### config.mk
export PLATFORM = sky130hd
export DESIGN_NAME = modbus_rx_frame_ctrl
export DESIGN_NICKNAME = d
export VERILOG_FILES = /design/src/rtl/modbus_rx_frame_ctrl.sv
export SDC_FILE = /design/constraint.sdc
export NUM_CORES = 1
export LEC_CHECK = 0
export ABC_AREA = 1
export CORE_ASPECT_RATIO = 0.9
export CORE_UTILIZATION = 56
export CTS_BUF_LIST = sky130_fd_sc_hd__clkbuf_2 sky130_fd_sc_hd__clkbuf_4 sky130_fd_sc_hd__clkbuf_8
export DETAILED_ROUTE_END_ITERATION = 16
export PLACE_DENSITY_LB_ADDON = 0.15
export RECOVER_POWER = 50
export SYNTH_ARGS = -nofsm -noshare
export SYNTH_HDL_FRONTEND = slang
export SYNTH_SLANG_ARGS = --single-unit
### constraint.sdc
create_clock -name clk_in -period 2.46 [get_ports clk_in]
set_input_delay 0.369 -clock clk_in [delete_from_list [all_inputs] [get_ports clk_in]]
set_output_delay 0.369 -clock clk_in [all_outputs]
set_load 0.02 [all_outputs]
### src/rtl/modbus_rx_frame_ctrl.sv
// modbus_rx_frame_ctrl
//   Frames Modbus RTU requests out of the UART byte stream using the t3.5 silence gap,
//   sequences an external 6-byte CRC engine over each 8-byte request, checks the
//   returned CRC against the received CRC and the slave address, and hands decoded
//   function/address/data to the register handler with a 1-cycle valid pulse.
//
// Ports
//   clk_in       system clock
//   rst_n_in     asynchronous reset, active low
//   rx_done      1-cycle pulse, rx_data holds a new byte
//   rx_data      received byte
//   dev_addr     this slave's address
//   crc_done     1-cycle pulse from CRC engine, crc_out valid
//   crc_out      CRC engine result (low byte in [7:0])
//   crc_start    1-cycle pulse to CRC engine
//   crc_data     CRC engine data, byte0 in [7:0] .. byte5 in [47:40]
//   frame_valid  1-cycle pulse, good request for this slave
//   frame_err    1-cycle pulse, bad frame (err_code valid same cycle)
//   err_code     0 none, 1 length, 2 CRC mismatch, 3 CRC timeout
//   rx_func      function code (byte1)
//   rx_reg_addr  {byte2, byte3}
//   rx_reg_data  {byte4, byte5}
//   busy         high whenever not idle
module modbus_rx_frame_ctrl #(
  parameter int unsigned T35_CYCLES  = 200520,
  parameter int unsigned CRC_TIMEOUT = 255
) (
  input  logic        clk_in,
  input  logic        rst_n_in,
  input  logic        rx_done,
  input  logic [7:0]  rx_data,
  input  logic [7:0]  dev_addr,
  input  logic        crc_done,
  input  logic [15:0] crc_out,
  output logic        crc_start,
  output logic [47:0] crc_data,
  output logic        frame_valid,
  output logic        frame_err,
  output logic [1:0]  err_code,
  output logic [7:0]  rx_func,
  output logic [15:0] rx_reg_addr,
  output logic [15:0] rx_reg_data,
  output logic        busy
);

  localparam int unsigned TimerW = (T35_CYCLES > 2) ? $clog2(T35_CYCLES) : 1;
  localparam int unsigned WaitW  = (CRC_TIMEOUT > 1) ? $clog2(CRC_TIMEOUT + 1) : 1;

  typedef enum logic [2:0] {StIdle, StRecv, StEval, StCrcReq, StCrcWait, StCheck} state_e;

  state_e              state_q, state_d;
  logic [63:0]         buf_q, buf_d;
  logic [3:0]          cnt_q, cnt_d;
  logic [TimerW-1:0]   timer_q, timer_d;
  logic [WaitW-1:0]    wait_q, wait_d;
  logic [15:0]         crc_q, crc_d;
  logic [1:0]          err_q, err_d;
  logic [7:0]          func_q, func_d;
  logic [15:0]         addr_q, addr_d;
  logic [15:0]         data_q, data_d;

  always_comb begin
    state_d     = state_q;
    buf_d       = buf_q;
    cnt_d       = cnt_q;
    timer_d     = timer_q;
    wait_d      = wait_q;
    crc_d       = crc_q;
    err_d       = err_q;
    func_d      = func_q;
    addr_d      = addr_q;
    data_d      = data_q;
    crc_start   = 1'b0;
    frame_valid = 1'b0;
    frame_err   = 1'b0;

    unique case (state_q)
      StIdle: begin
        if (rx_done) begin
          buf_d[7:0] = rx_data;
          cnt_d      = 4'd1;
          timer_d    = '0;
          state_d    = StRecv;
        end
      end
      StRecv: begin
        // A byte on the expiry cycle wins and extends the frame.
        if (rx_done) begin
          if (cnt_q < 4'd8) begin
            buf_d[{cnt_q[2:0], 3'b000} +: 8] = rx_data;
          end
          cnt_d   = (cnt_q == 4'd9) ? 4'd9 : cnt_q + 4'd1;
          timer_d = '0;
        end else if (timer_q == TimerW'(T35_CYCLES - 1)) begin
          state_d = StEval;
        end else begin
          timer_d = timer_q + 1'b1;
        end
      end
      StEval: begin
        if (cnt_q != 4'd8) begin
          frame_err = 1'b1;
          err_d     = 2'd1;
          state_d   = StIdle;
        end else begin
          state_d = StCrcReq;
        end
      end
      StCrcReq: begin
        crc_start = 1'b1;
        wait_d    = '0;
        state_d   = StCrcWait;
      end
      StCrcWait: begin
        if (crc_done) begin
          crc_d   = crc_out;
          state_d = StCheck;
        end else if (wait_q == WaitW'(CRC_TIMEOUT)) begin
          frame_err = 1'b1;
          err_d     = 2'd3;
          state_d   = StIdle;
        end else begin
          wait_d = wait_q + 1'b1;
        end
      end
      StCheck: begin
        // Received CRC is byte6 (low) then byte7 (high).
        if (crc_q != buf_q[63:48]) begin
          frame_err = 1'b1;
          err_d     = 2'd2;
        end else if ((buf_q[7:0] == dev_addr) || (buf_q[7:0] == 8'd0)) begin
          frame_valid = 1'b1;
          err_d       = 2'd0;
          func_d      = buf_q[15:8];
          addr_d      = {buf_q[23:16], buf_q[31:24]};
          data_d      = {buf_q[39:32], buf_q[47:40]};
        end
        state_d = StIdle;
      end
      default: state_d = StIdle;
    endcase
  end

  always_ff @(posedge clk_in or negedge rst_n_in) begin
    if (!rst_n_in) begin
      state_q <= StIdle;
      buf_q   <= '0;
      cnt_q   <= '0;
      timer_q <= '0;
      wait_q  <= '0;
      crc_q   <= '0;
      err_q   <= '0;
      func_q  <= '0;
      addr_q  <= '0;
      data_q  <= '0;
    end else begin
      state_q <= state_d;
      buf_q   <= buf_d;
      cnt_q   <= cnt_d;
      timer_q <= timer_d;
      wait_q  <= wait_d;
      crc_q   <= crc_d;
      err_q   <= err_d;
      func_q  <= func_d;
      addr_q  <= addr_d;
      data_q  <= data_d;
    end
  end

  // Result registers are bypassed so new values appear with the pulse.
  assign err_code    = err_d;
  assign rx_func     = func_d;
  assign rx_reg_addr = addr_d;
  assign rx_reg_data = data_d;
  assign crc_data    = buf_q[47:0];
  assign busy        = (state_q != StIdle);

endmodule
==> run metrics <==
EDFF count, synth=0; worst hold path type=reg2reg; DRT Pass-1 Iters=5; Initial DRC Count=686; vias in the first global route=6348; top cell type's share of synthesized area=49.2%; Detailed Route WL=21.2 mm; hold_ws=0.474 ns; DP HPWL=14.3 mm; Residual DRC=0; Rows=40; Max Slew Vio Count=0; WL/cell=16.1 um; setup violators final=41; Die X=127 um; Clock power frac=18.1%; die height=115 um; core box area=13600 um2; maximum VDD drop=0.809 mV; Area contributors post-synth=dfrtp_1 (49%), nand2_1 (13%), buf_4 (4.8%); Lkg Pwr=0.00500 uW; die area=14600 um2; Slew @ Worst Pin=1.26 ns; Ys Warns=0; register area share after synthesis=49.2%; first-pass GRT wire length=32.6 mm; internal power=6260 uW; CTS H-Tree Depth=4; Net Sw Frac=41.4%; Area Overhead vs Synth=27.8%; Mapped Cells=972; main flop type after synthesis=dfrtp_1; Synth top cells by count=nand2_1 (273), dfrtp_1 (155), inv_1 (84), nor2_1 (74), nand3_1 (60); outcome=finished with violations; crit end category=output port; num ports=130; Final Hold Viols=0; Overflow after GRT=0; CTS tree=done; share of synthesized registers carrying an async set or reset=100%; WP data required=2.09 ns; Root Driver=clkbuf_8; crit start category=flop; largest net degree at the start of global routing=50; slew margin rel.=16.3%; final worst slack=-0.0979 ns; RSZ-0062 raised after global routing=yes; CTS Buf Count=17; #FFs+latches synth=155; Placer Congestion=0.982; antenna violations before repair=0; Starting Density=58.1%; nets=1156; worst skew pair latency=0.46 ns; Multi-input gate area=3300 um2; via count=7092; GRT Total Usage=29.0%; Worst Path Arrival=2.19 ns; most frequent cell after synthesis=nand2_1; CTS clk-pin slew, worst paths=0.08 ns; fin crit share=104%; combinational fraction of design power=45.4%; ANT cells=0; clock skew=0.0123 ns; number of max-cap violations=0; Max Fanout on Critical Path=8; post-place instance area=9410 um2; vias per inst=5.39; Highest Clock Rate=391 MHz; Avg Cell Area, Syn=8.11 um2; Final min period=2.56 ns; final core area utilization=74.2%; syn_nets=1014; FILL cells=992; Port Buffers=129; Post-Layout Inst Area=10100 um2; failing checks=setup timing; Mapped Area=7880 um2; Sw Pwr=4410 uW; Flop pwr share=36.5%; CTS max path bufs=2; Final ANT Viol Nets=0; PwrDens=1060 nW/um2; CTS sink cnt=155; register area=3880 um2; Yosys cell types=37; proportion of layout cells with a drive suffix above 1=20.4%; Yosys top cell by area=dfrtp_1; CP Class=reg2out
## power by group through the flow
stage	clock network, uW	logic (uW)	registers, uW
floorplan	0	3220	3720
detailed placement	0	4620	3890
global placement	0	4520	3880
CTS	1950	4710	3850
global route	2060	5280	3970
finish	1930	4840	3900
## area by class of cell
type | instances | share of cell area, %
Clock buffer | 22 | 2.76
Sequential cell | 155 | 38.5
Clock inverter | 10 | 1.17
Multi-Input combinational cell | 643 | 32.8
Inverter | 92 | 3.43
Timing Repair Buffer | 205 | 18.9
Tap cell | 189 | 2.35
## state kept, by name (all words and copies together) (netlist names)
register / count
buf_q: 64
timer_q: 18
addr_q: 16
crc_q: 16
data_q: 16
func_q: 8
wait_q: 8
cnt_q: 4
state_q: 3
err_q: 2
## cells in the final DEF, fill, tap and decap left out, types with 4 or more instances in the layout
cell type | Yosys | routed
nor2_2 | 1 | 5
clkbuf_8 | 0 | 18
nand2_1 | 273 | 241
buf_4 | 50 | 61
nand3_2 | 2 | 5
inv_2 | 6 | 10
nand3_1 | 60 | 56
clkbuf_2 | 0 | 4
xnor2_1 | 9 | 8
clkbuf_4 | 0 | 5
o21ai_0 | 32 | 32
clkinvlp_4 | 0 | 4
nor3_1 | 12 | 11
clkdlybuf4s50_1 | 0 | 83
buf_6 | 0 | 31
ha_1 | 6 | 5
buf_2 | 9 | 15
nor2_1 | 74 | 67
or2_2 | 4 | 4
o22ai_1 | 5 | 5
nor2_4 | 2 | 6
nand4_1 | 58 | 58
dfrtp_1 | 155 | 154
a21oi_1 | 47 | 46
xor2_1 | 11 | 11
nand2_2 | 2 | 33
inv_1 | 84 | 80
o21a_1 | 8 | 8
o21ai_1 | 10 | 10
a31oi_1 | 12 | 12
## metrics by stage
step	std cells	setup TNS, ns	total power, uW	setup slack (ns)
floorplan	972	0	6940	0.314
global placement	1268	-14.66	8390	-0.419
detailed placement	1268	-17.22	8500	-0.476
CTS	1306	-3.79	10500	-0.187
global route	1316	-11.68	11300	-0.230
finish	1316	-2.41	10700	-0.0979
## per-layer routing
metal / wire [um] / GRT usage [%]
met1: 9750 / 43.6
met2: 9420 / 42.7
met3: 1580 / 5.51
met4: 437 / 8.65
met5: 0 / 0
## worst max-delay path: stages (launching register included)
cell and delay [ns]:
dfrtp_1 0.40, inv_2 0.07, nand2_2 0.06, nand2_2 0.07, nand3_2 0.08, nor2_4 0.09, nand2_2 0.07, nor2_4 0.23
buf_6 0.16, clkbuf_16 0.15, nand4_1 0.12, nand2_2 0.11, buf_6 0.12
## logic make-up after synthesis
| logic type | count (synthesis) | synth area share, % |
|---|---|---|
| adder cells (fa/ha/maj) | 6 | 0.953 |
| buffers and inverters | 174 | 10.8 |
| AO/OA/AOI/OAI | 118 | 8.29 |
| flip-flops | 155 | 49.2 |
| multiplexers | 3 | 0.429 |
| AND/OR/NAND/NOR | 496 | 28.1 |
| XOR/XNOR | 20 | 2.22 |
## what timing repair did
item | 4_1_cts | 5_1_grt
buffers inserted | 5 | 8
setup endpoints to repair | 44 | 53
pin swaps | 5 | 14
gates resized for setup | 217 | 78
cloned | 0 | 4
hold buffers | 1 | 0
endpoints found under the hold margin | 45 | 0
## final timing paths
path / cells after the start / from / slack [ns] / end
worst max-delay path: 12 / crc_q[13] / -0.1 / rx_func[0]
worst min-delay path: 2 / data_q[15] / 0.47 / data_q[15]
worst max register to register: 9 / state_q[0] / 0.03 / buf_q[33]
worst min register to register: 2 / data_q[15] / 0.47 / data_q[15]
max in group asynchronous: 3 / rst_n_in / 0.35 / data_q[14]
min in group asynchronous: 2 / rst_n_in / 0.71 / timer_q[15]
Power figures use the tool's default switching activity.
